===== config.mk =====
export PLATFORM = sky130hd
export DESIGN_NAME = odyssey_timing_ctrl
export DESIGN_NICKNAME = d
export VERILOG_FILES = /design/src/rtl/odyssey_timing_ctrl.sv
export SDC_FILE = /design/constraint.sdc
export NUM_CORES = 1
export LEC_CHECK = 0
export BUFFER_PORTS_ARGS = -buffer_cell sky130_fd_sc_hd__buf_2
export CAP_MARGIN = 25
export CORE_MARGIN = 5
export CORE_UTILIZATION = 51
export DETAILED_ROUTE_END_ITERATION = 10
export GPL_TIMING_DRIVEN = 0
export PLACE_DENSITY = 0.84
export SKIP_CTS_REPAIR_TIMING = 1
export SLEW_MARGIN = 15
export SYNTH_ARGS = -nofsm -noshare
export SYNTH_HDL_FRONTEND = slang
export SYNTH_SLANG_ARGS = --single-unit

===== constraint.sdc =====
create_clock -name clk -period 6.25 [get_ports clk]
set_clock_uncertainty 0.1 [all_clocks]
set_input_delay 0.625 -clock clk [delete_from_list [all_inputs] [get_ports clk]]
set_output_delay 0.625 -clock clk [all_outputs]
set_load 0.005 [all_outputs]

===== src/rtl/odyssey_timing_ctrl.sv =====
// Odyssey video timing generator: h/v counters, sync/blank/de decode, line/frame
// strobes and a frame-synchronous latch of the analog controller inputs.
// Define ODYSSEY_PAL_TIMING_EN for 312-line PAL frames (default: 262-line NTSC).
`timescale 1ns/1ps

module odyssey_timing_ctrl #(
  parameter int H_TOTAL  = 1270,
  parameter int H_SYNC   = 94,
  parameter int H_BACK   = 114,
  parameter int H_ACTIVE = 1040,
  parameter int V_SYNC   = 3,
  parameter int V_BACK   = 16
) (
  input  logic        clk,
  input  logic        reset,
  input  logic        ce,
  input  logic [63:0] analog_in,
  output logic [10:0] hcount,
  output logic [9:0]  vcount,
  output logic        HSync,
  output logic        VSync,
  output logic        HBlank,
  output logic        VBlank,
  output logic        de,
  output logic        line_start,
  output logic        frame_start,
  output logic [63:0] analog_latched,
  output logic        latched_valid
);

`ifdef ODYSSEY_PAL_TIMING_EN
  localparam int V_TOTAL  = 312;
  localparam int V_ACTIVE = 288;
`else
  localparam int V_TOTAL  = 262;
  localparam int V_ACTIVE = 240;
`endif

  localparam logic [10:0] H_LAST     = 11'(H_TOTAL - 1);
  localparam logic [10:0] H_SYNC_END = 11'(H_SYNC);
  localparam logic [10:0] H_ACT_BEG  = 11'(H_SYNC + H_BACK);
  localparam logic [10:0] H_ACT_END  = 11'(H_SYNC + H_BACK + H_ACTIVE);
  localparam logic [9:0]  V_LAST     = 10'(V_TOTAL - 1);
  localparam logic [10:0] V_SYNC_END = 11'(V_SYNC);
  localparam logic [10:0] V_ACT_BEG  = 11'(V_SYNC + V_BACK);
  localparam logic [10:0] V_ACT_END  = 11'(V_SYNC + V_BACK + V_ACTIVE);

  function automatic logic in_window(input logic [10:0] pos,
                                     input logic [10:0] lo,
                                     input logic [10:0] hi);
    return (pos >= lo) && (pos < hi);
  endfunction

  logic [10:0] hcount_p0;
  logic [9:0]  vcount_p0;
  logic        h_wrap_p0;
  logic        v_wrap_p0;
  logic        hsync_p0;
  logic        vsync_p0;
  logic        h_act_p0;
  logic        v_act_p0;

  // Stage p0: next counter values and their decodes, so registered decodes
  // line up with the registered counters in the same cycle.
  always_comb begin
    h_wrap_p0 = ce && (hcount == H_LAST);
    v_wrap_p0 = h_wrap_p0 && (vcount == V_LAST);
    hcount_p0 = hcount;
    vcount_p0 = vcount;
    if (ce) begin
      if (h_wrap_p0) begin
        hcount_p0 = '0;
        vcount_p0 = v_wrap_p0 ? '0 : vcount + 10'd1;
      end else begin
        hcount_p0 = hcount + 11'd1;
      end
    end
    hsync_p0 = hcount_p0 < H_SYNC_END;
    vsync_p0 = {1'b0, vcount_p0} < V_SYNC_END;
    h_act_p0 = in_window(hcount_p0, H_ACT_BEG, H_ACT_END);
    v_act_p0 = in_window({1'b0, vcount_p0}, V_ACT_BEG, V_ACT_END);
  end

  // Stage p1: output registers
  always_ff @(posedge clk) begin
    if (reset) begin
      hcount         <= '0;
      vcount         <= '0;
      HSync          <= 1'b1;
      VSync          <= 1'b1;
      HBlank         <= 1'b1;
      VBlank         <= 1'b1;
      de             <= 1'b0;
      line_start     <= 1'b0;
      frame_start    <= 1'b0;
      analog_latched <= '0;
      latched_valid  <= 1'b0;
    end else begin
      hcount      <= hcount_p0;
      vcount      <= vcount_p0;
      HSync       <= hsync_p0;
      VSync       <= vsync_p0;
      HBlank      <= ~h_act_p0;
      VBlank      <= ~v_act_p0;
      de          <= h_act_p0 & v_act_p0;
      line_start  <= h_wrap_p0;
      frame_start <= v_wrap_p0;
      // Capture only at the last cycle of a frame so the copy appears with frame_start.
      if (v_wrap_p0) begin
        analog_latched <= analog_in;
        latched_valid  <= 1'b1;
      end
    end
  end

endmodule


# Yosys cells after proc, flatten, opt, wreduce, memory -nomap -nowiden

Index checks and enable logic that the tools add are counted.

Logic and storage cells: 33
Output and inout port bits: 93
Flip-flop bits (word level): 93
Bits of input ports: 67

$lt $le $gt $ge: 6
Reduce and logical (&&, ||, !) cells: 4
Multiplexer cells: 5
Bitwise operators: 3
Eq/ne operators: 2
Add/sub/neg operators: 2

Operators by type and width:

| operator              | number |
|---|---|
| $mux 10               | 3 |
| $mux 11               | 2 |
| $add 11x1->11 const B | 1 |
| $eq 11x11->1 const B  | 1 |
| $ge 11x8->1 const B   | 1 |
| $lt 11x11->1 const B  | 1 |
| $lt 11x7->1 const B   | 1 |
| $add 10x1->10 const B | 1 |
| $eq 10x9->1 const B   | 1 |
| $ge 10x5->1 const B   | 1 |
| $lt 10x2->1 const B   | 1 |
| $lt 10x9->1 const B   | 1 |
| $logic_and 1x1->1     | 4 |
| $not 1->1             | 2 |
| $and 1x1->1           | 1 |

# Logic depth before layout (Yosys ltp)

Word-level depth: 9
Depth in mapped cells: 10
Gate-level depth less buffers: 9

# Worst setup path after synthesis

OpenSTA, ideal clock, no wires.

Path kind: flip-flop to flip-flop
From: register hcount[0]
To: register de
Path slack: 3.618 ns
Arrival: 2.460 ns
Library setup time: 0.072 ns
Path buffers: 1
Required time: 6.078 ns
Clock period less this slack: 2.632 ns
Cell stages (with the launch flop): 10
Cells stage by stage: dfxtp_1 > ha_1 > nand4b_4 > or4_4 > buf_6 > a2111oi_4 > o211ai_1 > or4_1 > mux2i_1 > nor3b_2

Word-level cells in the longest chain between the ends: 9
Elaborated cells on any way between the ends: 16
Classes of those cells: 1 x add/sub; 4 x order compare; 1 x eq/ne; 5 x mux; 1 x bitwise; 4 x reduce/logical

RTL lines:

| element                                                               | line | source |
|---|---|---|
| from (decl)                                                           | 18   | `output logic [10:0] hcount,` |
| from (signal assigned)                                                | 99   | `hcount <= hcount_p0;` |
| parallel branches: the longest is 8 deep, another holds $add 11x1->11 | n/a  |  |
| $and 1x1->1 *                                                         | 105  | `de <= h_act_p0 & v_act_p0;` |
| to (signal assigned)                                                  | 105  |  |
| to (decl)                                                             | 24   | `output logic de,` |

Mark *: on every way between the ends.
A chain may end at the register's enable or synchronous reset.

# Final worst setup path

Ends and elaborated chain as after synthesis.

==> flow_metrics.tcl <==
set metrics [dict create \
    ant_nets 0 \
    r2r.worst_path.cells 9 \
    initial_utilization 0.5232 \
    ys_seq_area_frac 0.4906 \
    overflow 0 \
    power.leakage_uw 0.002144 \
    top_layer_used "met4" \
    rr_startpoint "hcount[0]" \
    crit_path_cell_trace "ha_1 > nand4b_4 > or4_4 > buf_6 > a2111oi_4 > o211ai_1 > or4_1 > mux2i_1 > nor3b_2" \
    dp_hpwl_microns 7893 \
    worst_hold_path.num_cells 2 \
    ys.flop_type "dfxtp_1" \
    tightest_slew_ps 551.2 \
    grt_pass1_wl_microns 15590 \
    r2r_slack_ps 3370 \
    wl_microns 10180 \
    crit_arrival_ps 3070 \
    endpoint_kind "flop" \
    relSlewSlack 0.6292 \
    fin_ws_ps 3366 \
    rsz0062_at_grt "false" \
    fin_total_pwr_uw 1024 \
    io_buffer_count 158 \
    syn_nets 543 \
    fmax_mhz 346.8 \
    vias 3742 \
    start_kind "flop" \
    clk_latency_ps 350 \
    die_h_microns 96.26 \
    core_area_sq_um 7253 \
    syn_inst 472 \
    yosysUniqueCellTypes 47 \
    wl_met1_microns 4340 \
    hp-class "flop to flop" \
    hold_end "analog_latched[59]" \
    fin_crit_sh 0.4614 \
    r2r_end "de" \
    grt_max_degree 18 \
    n_antenna_cell 0 \
    synth_xor_area_frac 0.03693 \
    viasPerCell 5.023 \
    synth_adder_area_share 0.01319 \
    synth_edf_count 0 \
    cts_sinks 93 \
    cts_buffer_depth 2 \
    drv_slew 0 \
    wl_met2_microns 4812 \
    routedWlPerCell_microns 13.66 \
    track_usage 0.2121 \
    synth.cell_area_sq_um 3795 \
    synth-compound-area-share 0.1477 \
    worstPathRequired_ps 6430 \
    ir_drop_mv 0.09953 \
    synthMuxAreaShare 0.005275 \
    die-area_sq_um 9266 \
    synthSimpleGateAreaFrac 0.2644 \
    critPathSlowestCell "or4_4" \
    setup_violations 0 \
    rows 31 \
    cts_htree_levels 3 \
    finalSetupTns_ps 0 \
    ys_warn_count 0 \
    antenna_found_initial 0 \
    hold_violations 0 \
    root_buffer "clkbuf_8" \
    period_minus_slack_ps 2884 \
    cts_tree "yes" \
    p_per_area_nw_per_um2 209.0 \
    preCtsSetupSlack_ps 3250 \
    die_x_microns 96.26 \
    criticalPathCategory "flop to flop" \
    hold_slack_ps 357.6 \
    gp_congestion 0.8432 \
    critPathMaxFanout 8 \
    synth_top_family_by_area "simple AND/OR/NAND/NOR gates" \
    layout.nets 712 \
    ios 160 \
    drt_first_iter_violations 96 \
    dp.cells 729 \
    layout-drive-gt1-share 0.2833 \
    drt_pass1_iterations 4 \
    outcome "finished clean" \
    clk_pin_slew_ps 90 \
    slowest_delay_ps 530 \
    max_cap_viol_count 0 \
    hp-start "analog_latched[59]" \
    wl_met3_microns 851 \
    final_cells 745 \
    drc_errors 0 \
    first_global_vias 3473 \
    synth-seq-cells 93 \
    areaGrowthSynthToFinish_pct 29.18 \
    ys_async_sr_fraction 0 \
    syn_area_per_cell_sq_um 8.040 \
    cts_made_buffers 9 \
]
==> registers in the layout, summed over array words and instances (netlist names) <==
name            cells
frame_start         1
hcount             11
vcount             10
HSync               1
de                  1
VBlank              1
line_start          1
latched_valid       1
VSync               1
analog_latched     64
HBlank              1
==> stage by stage <==
stage                 util  cell area [sq um]
floorplan                -               3795
global placement    0.6493               4710
detailed placement  0.6493               4710
CTS                 0.6759               4902
global route        0.6759               4902
finish              0.6759               4902
==> worst max-delay path, delay by kind of cell, from the launching register on <==
family                   cells  cell delay [ps]
AO/OA/AOI/OAI                2              320
adder cells (fa/ha/maj)      1              240
AND/OR/NAND/NOR              4             1320
flip-flops                   1              460
buffers and inverters        1              150
multiplexers                 1              200
==> metal layers <==
layer,vias to the layer above,global-route usage
li1,1912,-
met1,1677,0.2576
met2,138,0.3588
met3,15,0.05238
met4,0,0.08294
met5,-,0
==> cell families (layout without fill, tap and decap cells) <==
| family | Yosys count | in the layout |
|---|---|---|
| DFF | 93 | 93 |
| xor gates and xnor gates | 16 | 16 |
| and+or+nand+nor | 221 | 221 |
| buffers and inverters | 38 | 212 |
| adders and majority gates | 4 | 4 |
| muxes | 2 | 2 |
| AOI/OAI and AO/OA | 98 | 98 |
==> Yosys cell counts (4+ instances only) <==
master / n / area (sq um)
or3_1: 4 / 25.02
and3_1: 5 / 31.28
nand2_1: 141 / 529.3
o21ai_0: 4 / 20.02
nand3_1: 7 / 35.03
xor2_1: 6 / 52.55
xnor2_1: 10 / 87.58
ha_1: 4 / 50.05
nand4_1: 5 / 31.28
clkbuf_1: 25 / 93.84
inv_1: 7 / 26.28
dfxtp_1: 93 / 1862
nor3_1: 10 / 50.05
a21oi_1: 73 / 365.4
nor2_1: 28 / 105.1
==> cells in the final DEF, fill, tap and decap left out, drive strengths merged, types with 4 or more instances in the layout <==
| cell | synthesis | final |
|---|---|---|
| clkbuf | 25 | 35 |
| ha | 4 | 4 |
| dfxtp | 93 | 93 |
| and3 | 5 | 5 |
| nand3 | 7 | 7 |
| nand2 | 141 | 141 |
| nor3 | 10 | 10 |
| nor2 | 28 | 28 |
| xor2 | 6 | 6 |
| a21oi | 73 | 73 |
| xnor2 | 10 | 10 |
| nand4 | 6 | 6 |
| nor4 | 4 | 4 |
| buf | 6 | 164 |
| o21ai | 6 | 6 |
| or3 | 4 | 4 |
| inv | 7 | 10 |
==> how the worst max path moves through the flow <==
stage | depth (start not counted) | end | slack (ps) | start
after global placement | 8 | de | 3330 | ce
after global routing | 9 | analog_latched[40] | 3130 | vcount[0]
after floorplan | 9 | de | 3620 | hcount[0]
final | 9 | de | 3370 | hcount[0]
after CTS | 9 | de | 3350 | hcount[0]
after detailed placement | 8 | de | 3250 | ce
==> where the power goes <==
group          switching (uW)  internal, uW
logic                    21.9          19.5
clock network             225           163
registers                1.98           593
==> cell type report <==
cell class | count | area, sq um
Clock inverter | 6 | 55.05
Tap cell | 99 | 123.9
Inverter | 7 | 26.28
Buffer | 31 | 132.6
Sequential cell | 93 | 1862
Fill cell | 610 | 2351
Timing Repair Buffer | 158 | 790.8
Clock buffer | 10 | 137.6
Multi-Input combinational cell | 341 | 1774
(Power assumes the default switching activity.)
